File: src/rtl/issue_queue.sv
// -----------------------------------------------------------------------------
// issue_queue
//
// Age-ordered, collapsing out-of-order issue queue with a physical-register
// busy table and writeback wakeup.
//
// Rename enqueues instructions. Each source captures a ready bit at enqueue
// time. Writeback broadcasts set the ready bits of waiting sources. The oldest
// entry whose sources are both ready is presented to execute.
//
// Handshakes (both directions use strict valid/ready semantics):
//   A transfer happens on a rising edge where valid && ready are both high.
//   The producer holds valid and payload stable until that transfer.
//   The consumer's ready never depends combinationally on valid.
//   - in_ready depends only on count (count < DEPTH).
//   - iss_valid and the iss_* payload come only from registered state.
//     A wakeup therefore takes effect one cycle later.
//
// Ports
//   clk, rstn          rising-edge clock, synchronous active-low reset
//   flush              invalidates every entry at the next edge; any
//                      enqueue or issue in that cycle is dropped; the busy
//                      table keeps its contents
//   in_valid/in_ready  enqueue handshake from rename
//   in_*               enqueue payload
//   wb_valid, wb_preg  writeback wakeup broadcast
//   iss_valid/iss_ready issue handshake to execute
//   iss_*              issue payload (oldest ready entry)
//   count              number of valid entries
// -----------------------------------------------------------------------------
module issue_queue #(
  parameter int DEPTH  = 8,
  parameter int PREG_W = 6,
  parameter int ROB_W  = 16
) (
  input  logic                   clk,
  input  logic                   rstn,
  input  logic                   flush,
  input  logic                   in_valid,
  output logic                   in_ready,
  input  logic [6:0]             in_opcode,
  input  logic [PREG_W-1:0]      in_sr1_p,
  input  logic [PREG_W-1:0]      in_sr2_p,
  input  logic                   in_has_imm,
  input  logic [31:0]            in_imm,
  input  logic [PREG_W-1:0]      in_dr_p,
  input  logic                   in_wr_en,
  input  logic [ROB_W-1:0]       in_rob,
  input  logic                   wb_valid,
  input  logic [PREG_W-1:0]      wb_preg,
  output logic                   iss_valid,
  input  logic                   iss_ready,
  output logic [6:0]             iss_opcode,
  output logic [PREG_W-1:0]      iss_sr1_p,
  output logic [PREG_W-1:0]      iss_sr2_p,
  output logic                   iss_has_imm,
  output logic [31:0]            iss_imm,
  output logic [PREG_W-1:0]      iss_dr_p,
  output logic                   iss_wr_en,
  output logic [ROB_W-1:0]       iss_rob,
  output logic [$clog2(DEPTH):0] count
);

  localparam int IW    = $clog2(DEPTH);
  localparam int CW    = IW + 1;
  localparam int NPREG = 1 << PREG_W;

  typedef struct packed {
    logic [6:0]        opcode;
    logic [PREG_W-1:0] sr1_p;
    logic [PREG_W-1:0] sr2_p;
    logic              has_imm;
    logic [31:0]       imm;
    logic [PREG_W-1:0] dr_p;
    logic              wr_en;
    logic [ROB_W-1:0]  rob;
    logic              rdy1;
    logic              rdy2;
  } entry_t;

  // Slot i holds a valid entry exactly when i < count_q.
  // Slot 0 is the oldest.
  entry_t           ent_q [DEPTH];
  entry_t           ent_d [DEPTH];
  logic [CW-1:0]    count_q, count_d;
  logic [NPREG-1:0] busy_q, busy_d;

  // woken has one extra all-zero slot.
  // The collapse can then read slot j+1 for every j without a range special case.
  entry_t           woken [DEPTH+1];
  entry_t           new_ent;
  logic [CW-1:0]    enq_slot;
  logic             sel_found;
  logic [IW-1:0]    sel_idx;
  logic             do_enq;
  logic             do_iss;

  assign in_ready = (count_q < CW'(DEPTH));
  assign count    = count_q;

  // Oldest-first select over the stored ready bits only.
  // The descending scan leaves the lowest matching index in sel_idx.
  always_comb begin
    sel_found = 1'b0;
    sel_idx   = '0;
    for (int i = DEPTH - 1; i >= 0; i--) begin
      if (CW'(i) < count_q && ent_q[i].rdy1 && ent_q[i].rdy2) begin
        sel_found = 1'b1;
        sel_idx   = IW'(i);
      end
    end
  end

  assign iss_valid   = sel_found;
  assign iss_opcode  = ent_q[sel_idx].opcode;
  assign iss_sr1_p   = ent_q[sel_idx].sr1_p;
  assign iss_sr2_p   = ent_q[sel_idx].sr2_p;
  assign iss_has_imm = ent_q[sel_idx].has_imm;
  assign iss_imm     = ent_q[sel_idx].imm;
  assign iss_dr_p    = ent_q[sel_idx].dr_p;
  assign iss_wr_en   = ent_q[sel_idx].wr_en;
  assign iss_rob     = ent_q[sel_idx].rob;

  assign do_enq = in_valid && in_ready && !flush;
  assign do_iss = sel_found && iss_ready && !flush;

  // Incoming entry.
  // A writeback in the same cycle counts as ready, so a source whose
  // producer is finishing right now is not missed.
  // Preg 0 is hard-wired ready.
  always_comb begin
    new_ent         = '0;
    new_ent.opcode  = in_opcode;
    new_ent.sr1_p   = in_sr1_p;
    new_ent.sr2_p   = in_sr2_p;
    new_ent.has_imm = in_has_imm;
    new_ent.imm     = in_imm;
    new_ent.dr_p    = in_dr_p;
    new_ent.wr_en   = in_wr_en;
    new_ent.rob     = in_rob;
    new_ent.rdy1    = (in_sr1_p == '0) || !busy_q[in_sr1_p] ||
                      (wb_valid && wb_preg == in_sr1_p);
    new_ent.rdy2    = in_has_imm || (in_sr2_p == '0) || !busy_q[in_sr2_p] ||
                      (wb_valid && wb_preg == in_sr2_p);
  end

  always_comb begin
    // Wakeup is applied to every slot before the collapse.
    // An entry that shifts down keeps the wakeup it received this cycle.
    for (int j = 0; j < DEPTH; j++) begin
      woken[j] = ent_q[j];
      if (wb_valid && ent_q[j].sr1_p == wb_preg) woken[j].rdy1 = 1'b1;
      if (wb_valid && ent_q[j].sr2_p == wb_preg) woken[j].rdy2 = 1'b1;
    end
    woken[DEPTH] = '0;

    // The new entry lands at count after any same-cycle removal.
    enq_slot = do_iss ? (count_q - CW'(1)) : count_q;

    for (int j = 0; j < DEPTH; j++) begin
      if (do_iss && IW'(j) >= sel_idx) ent_d[j] = woken[j+1];
      else                             ent_d[j] = woken[j];
      if (do_enq && CW'(j) == enq_slot) ent_d[j] = new_ent;
    end

    // Flush only zeroes count.
    // Stale slot contents are unreachable once count is 0.
    count_d = count_q;
    if (flush)                  count_d = '0;
    else if (do_enq && !do_iss) count_d = count_q + CW'(1);
    else if (!do_enq && do_iss) count_d = count_q - CW'(1);

    // The set is applied after the clear.
    // If a new producer and a writeback name the same preg, the preg stays busy.
    busy_d = busy_q;
    if (wb_valid) busy_d[wb_preg] = 1'b0;
    if (do_enq && in_wr_en && in_dr_p != '0) busy_d[in_dr_p] = 1'b1;
  end

  always_ff @(posedge clk) begin
    if (!rstn) begin
      count_q <= '0;
      busy_q  <= '0;
      for (int j = 0; j < DEPTH; j++) ent_q[j] <= '0;
    end else begin
      count_q <= count_d;
      busy_q  <= busy_d;
      for (int j = 0; j < DEPTH; j++) ent_q[j] <= ent_d[j];
    end
  end

endmodule

File: config.mk
export PLATFORM = sky130hd
export DESIGN_NAME = issue_queue
export DESIGN_NICKNAME = d
export VERILOG_FILES = /design/src/rtl/issue_queue.sv
export SDC_FILE = /design/constraint.sdc
export NUM_CORES = 2
export LEC_CHECK = 0
export ABC_CLOCK_PERIOD_IN_PS = 5000
export CAP_MARGIN = 25
export CORE_ASPECT_RATIO = 2
export CORE_MARGIN = 1.5
export CORE_UTILIZATION = 37
export CTS_CLUSTER_DIAMETER = 40
export DETAILED_ROUTE_END_ITERATION = 12
export PLACE_DENSITY = 0.58
export SETUP_SLACK_MARGIN = 0.1
export SYNTH_ARGS = -nofsm -noshare
export SYNTH_HDL_FRONTEND = slang
export SYNTH_SLANG_ARGS = --single-unit
export TNS_END_PERCENT = 1
File: constraint.sdc
create_clock -name clk -period 5 [get_ports clk]
set_clock_uncertainty 0.15 [all_clocks]
set_input_delay 1 -clock clk [delete_from_list [all_inputs] [get_ports clk]]
set_output_delay 1 -clock clk [all_outputs]
set_load 0.005 [all_outputs]
# Word level (Yosys, flattened, before mapping)
# Memory sizes are Yosys's and may differ from the RTL's.
# Index checks and enable logic that the tools add are counted.
# classes
n_reduce_logical	76
bitwise_logic	12
magnitude_cmp	23
addsub	2
eq_ne	25
n_mux	71
# ops
operator	count
$mux 77	24
$mux 64	2
$eq 6x6->1	18
$and 64x64->64	1
$not 64->64	1
$or 64x64->64	1
$logic_and 1x1->1	60
$mux 1	30
$lt 6x7->1 const B	4
$mux 3	8
$eq 3x4->1 const A	4
$lt 3x4->1 const A	4
$bmux 1 s6	2
$demux 1 s6	2
$ge 3x3->1 const A	4
$ge 6x1->1 const B	2
$logic_not 6->1	2
$mux 4	3
$eq 2x4->1 const A	2
$lt 1x4->1 const A	2
$lt 2x4->1 const A	2
$or 1x1->1	8
$ge 1x3->1 const A	2
$ge 2x3->1 const A	2
other kinds (11)	19
# word_totals
mem_bits_rw	616
regBits	68
mem_count	1
elab_cells	212
# mem_list
name	words	word_bits	rd	rd_clocked_by_memory_dff	write_ports	line_no	rtl
ent_q	8	77	9	0	8	83	entry_t ent_q [DEPTH];

# Depth between registers and ports, before layout
# depth
word_depth	18
mapped_depth	16
ltp_nobuf	13

# Worst setup path after synthesis
# No wires, ideal clock.
# synth_timing
path_type	flip-flop to output port
startpoint	register count_q[0], in the netlist count[0]
endpoint	output port iss_has_imm
n_path_buf	3
arrival_time_ps	2816
stages_incl_launch_ff	13
path_slack_ps	1034
cell_sequence	dfxtp_1 clkbuf_1 inv_1 ha_1 nor2b_1 o211ai_1 a311o_1 nand2_1 buf_2 clkbuf_1 nand2_1 a221o_1 o21ai_0
# synth_between
elab_chain_cells	12
elab_cells_between_ends	33
cone_classes	order compare (8); mux (8); reduce/logical (16); memory (1)
# synth_rtl
item	line_no	rtl
from (decl)	85	logic [CW-1:0] count_q, count_d;
from (signal assigned)	186	count_q <= count_d;
$lt 3x4->1	107	if (CW'(i) < count_q && ent_q[i].rdy1 && ent_q[i].rdy2) begin
$logic_and 1x1->1 (2 in series)	107	
$mux 3 (7 in series)	107	
$mux 3 (*)	107	
$mem_v2 8x77 (*)	-	
to (decl)	56	output logic iss_has_imm,
# Mark *: on every way between the ends. The rest lies on a longest branch, timed or not.

# Worst setup path after layout
# layout_timing
startpoint	register count_q[0], in the netlist count[0]
endpoint	output port iss_imm[21]
# layout_between
elab_chain_cells	12
elab_cells_between_ends	33
cone_classes	order compare (8); mux (8); reduce/logical (16); memory (1)
# layout_rtl
item	line_no	rtl
$lt 3x4->1	107	
$logic_and 1x1->1 (2 in series)	107	
$mux 3 (7 in series)	107	
$mux 3 (*)	107	
$mem_v2 8x77 (*)	-	
to (decl)	57	output logic [31:0] iss_imm,
# Marked as above.

==> results.md <==
* Hold_sp: busy_q[6]
* Post-DRT Antenna Nets at 0
* Minimum clock period at 5.11 ns
* Clock sinks at 684
* Wire per inst at 27.9 um
* Netlist cell types at 71
* Crit path launch type: flip-flop
* Starting density of the core at 0.373
* Synth Cell Area at 39100 um2
* Worst path required time at 3.85 ns
* Synth area leader: dfxtp_1
* Pwr Density at 280 nW/um2
* Crit-path cells: buf_6 -> ha_1 -> nor2_1 -> o311a_1 -> a311o_2 -> nand2_4 -> buf_4 -> buf_12 -> buf_16 -> nand2_1 -> a221o_1 -> o21ai_2 -> buf_6 -> clkdlybuf4s50_1
* Setup_tns at -0.702 ns
* Post-route design area at 45500 um2
* Hold-fix buffers at CTS at 0
* Failing checks: setup timing
* Vias in the first global route at 37100
* CP arrival at 3.96 ns
* RR Startpoint: count[0]
* Setup ws final at -0.113 ns
* Post-synth EDFFs at 0
* Largest net degree at the start of global routing at 105
* Area of placed instances at 42100 um2
* Total GRT Usage at 0.286
* Clock transition at the registers of the reported paths at 0.07 ns
* Commonest register cell after synthesis: dfxtp_1
* Slowest cell on the critical path: clkdlybuf4s50_1
* Filler cells at 10200
* Port bufs at 167
* H-tree Lvls at 3
* CTS root buf: clkbuf_16
* #FFs+latches synth at 684
* DRT Pass-1 Iters at 6
* Final setup fails at 14
* Max_cap viols at 0
* CTS Buffer Depth at 3
* Async S/R FF share, synth at 0
* Syn_nets at 4497
* Most frequent CP cell: buf_6
* Clk_lat worst skew at 0.68 ns
* Achievable Freq at 196 MHz
* Vias after detailed routing at 36800
* Max-slew headroom at 0.308
* Hpwl dp at 91800 um
* Final Max Slew Viols at 0
* Routability cong. at 0.878
* 1st-iter DRT viols at 3244
* Period Utilization, post-route at 1.02
* CTS tree: done
* Worst Setup SP: count[0]
* Mapped Cells at 4405
* Crit. End Element: output port
* Die footprint at 108000 um2
* Class of the worst hold path: flip-flop to flip-flop
* Crit Path Class: flip-flop to output port
* Share of cells above drive strength 1 at 0.152
* Max incr delay on CP at 0.49 ns
* Worst-margin pin slew at 1.04 ns
* P&R area growth vs syn at 16.2%
* Area of the core at 105000 um2
* Routed vias/inst at 6.45
* Ys Warns at 0
* Final WL at 159000 um
* Nets at 4378
* Total gr overflow at 0
* Chip width at 233 um
* Die Y at 463 um
* Sequential share of the synthesized area at 0.350
* Ranking of synthesized cells by area: dfxtp_1, mux2i_1, nor3_1
* Leakage at 15.6 nW
* Syn Area/Cell at 8.88 um2
* Unrepaired setup endpoints after global routing: yes
* Top cells by count, synth: dfxtp_1, mux2i_1, nor3_1
* Ports at 168
* CP Max Fanout at 8
* TritonCTS Buffers at 74
* Residual DRC count at 0
* Initial antenna violation count at 8
* Status: complete, but fails checks
* Yosys top cell area share at 0.350
* Hold Vio Cnt, Final at 0
* Peak VDD IR at 0.217 mV
* Rows at 168
* Top-count cell post-synth: dfxtp_1
* Global-route wire length before repair at 236000 um
==> placed cells by master (no fill, tap or decap), types with 13 or more instances in the layout <==
master	n
a211oi_1	355
a211oi_2	182
a21oi_1	302
a221o_1	62
a221oi_1	73
buf_12	57
buf_4	143
clkbuf_16	77
clkdlybuf4s50_1	112
dfxtp_1	681
dlygate4sd2_1	25
inv_6	13
mux2i_1	612
mux4_2	30
nand2_1	321
nand3_1	92
nand4_1	24
nor2_1	42
nor3_1	538
nor4_1	15
o211ai_1	81
o21ai_0	134
o21ai_2	13
xnor2_1	47
xor2_1	64
==> what timing repair did <==
item                                   in CTS  in global routing
endpoints found under the hold margin       0                  0
cloned                                      8                  3
setup endpoints to repair                  75                 49
setup buffers                              19                  9
gates resized for setup                   121                 40
pin swaps                                  15                  5
==> worst max-delay path: cells and delay by family (launching register included) <==
kind / cells / cell delay (ns)
compound gates: 4 / 1.19
fa+ha+maj: 1 / 0.14
buf+inv: 6 / 1.17
flops: 1 / 0.40
simple gates: 3 / 0.37
==> report_power, final <==
group | switching, mW | internal [mW]
clock network | 2.62 | 3.36
registers | 0.0616 | 5.53
logic | 0.763 | 0.423
total | 3.44 | 9.31
==> final timing paths <==
| path | to | slack, ns | depth (start not counted) |
|---|---|---|---|
| worst max-delay path | iss_imm[21] | -0.11 | 14 |
| worst max register to register | ent_q[0][36] | 0.68 | 13 |
| worst min register to register | busy_q[6] | 0.34 | 2 |
| worst min-delay path | busy_q[6] | 0.34 | 2 |
==> sequential cells by signal, indices dropped and copies added, names as in the netlist <==
| signal | count |
|---|---|
| busy_q | 64 |
| count | 4 |
| ent_q | 616 |
==> routing by layer <==
| metal | GRT usage | part of all wire |
|---|---|---|
| met1 | 0.324 | 0.37 |
| met4 | 0.176 | 0.065 |
| met3 | 0.0501 | 0.070 |
| met5 | 0 | 0.00045 |
| met2 | 0.493 | 0.49 |
==> kinds of logic after synthesis <==
family,count (synthesis),share of synthesized area
muxes,650,0.176
buffers and inverters,581,0.0679
xor gates and xnor gates,111,0.0248
adders and majority gates,5,0.00160
and+or+nand+nor,1108,0.134
AOI/OAI and AO/OA,1266,0.245
DFF,684,0.350
==> cell type report <==
class	count	area [um2]	share of cell area
Multi-Input combinational cell	3141	23200	0.511
Sequential cell	684	13700	0.301
Timing Repair Buffer	377	4190	0.0922
Clock buffer	94	2070	0.0455
Tap cell	1360	1700	0.0374
Clock inverter	42	507	0.0111
Inverter	8	42.5	0.000936
Antenna cell	4	10.0	0.000220
==> per-stage QoR <==
stage | utilization | power (mW) | instances | hold WS (ns) | setup slack (ns)
2_1_floorplan | - | 6.36 | 4405 | 0.304 | 1.03
3_3_place_gp | 0.402 | 6.89 | 5531 | 0.317 | 0.272
3_5_place_dp | 0.402 | 6.89 | 5531 | 0.329 | 0.275
4_1_cts | 0.432 | 12.8 | 5694 | 0.339 | -0.138
5_1_grt | 0.433 | 13.1 | 5708 | 0.349 | -0.189
6_report | 0.433 | 12.7 | 5710 | 0.343 | -0.113
Power figures use the tool's default switching activity.
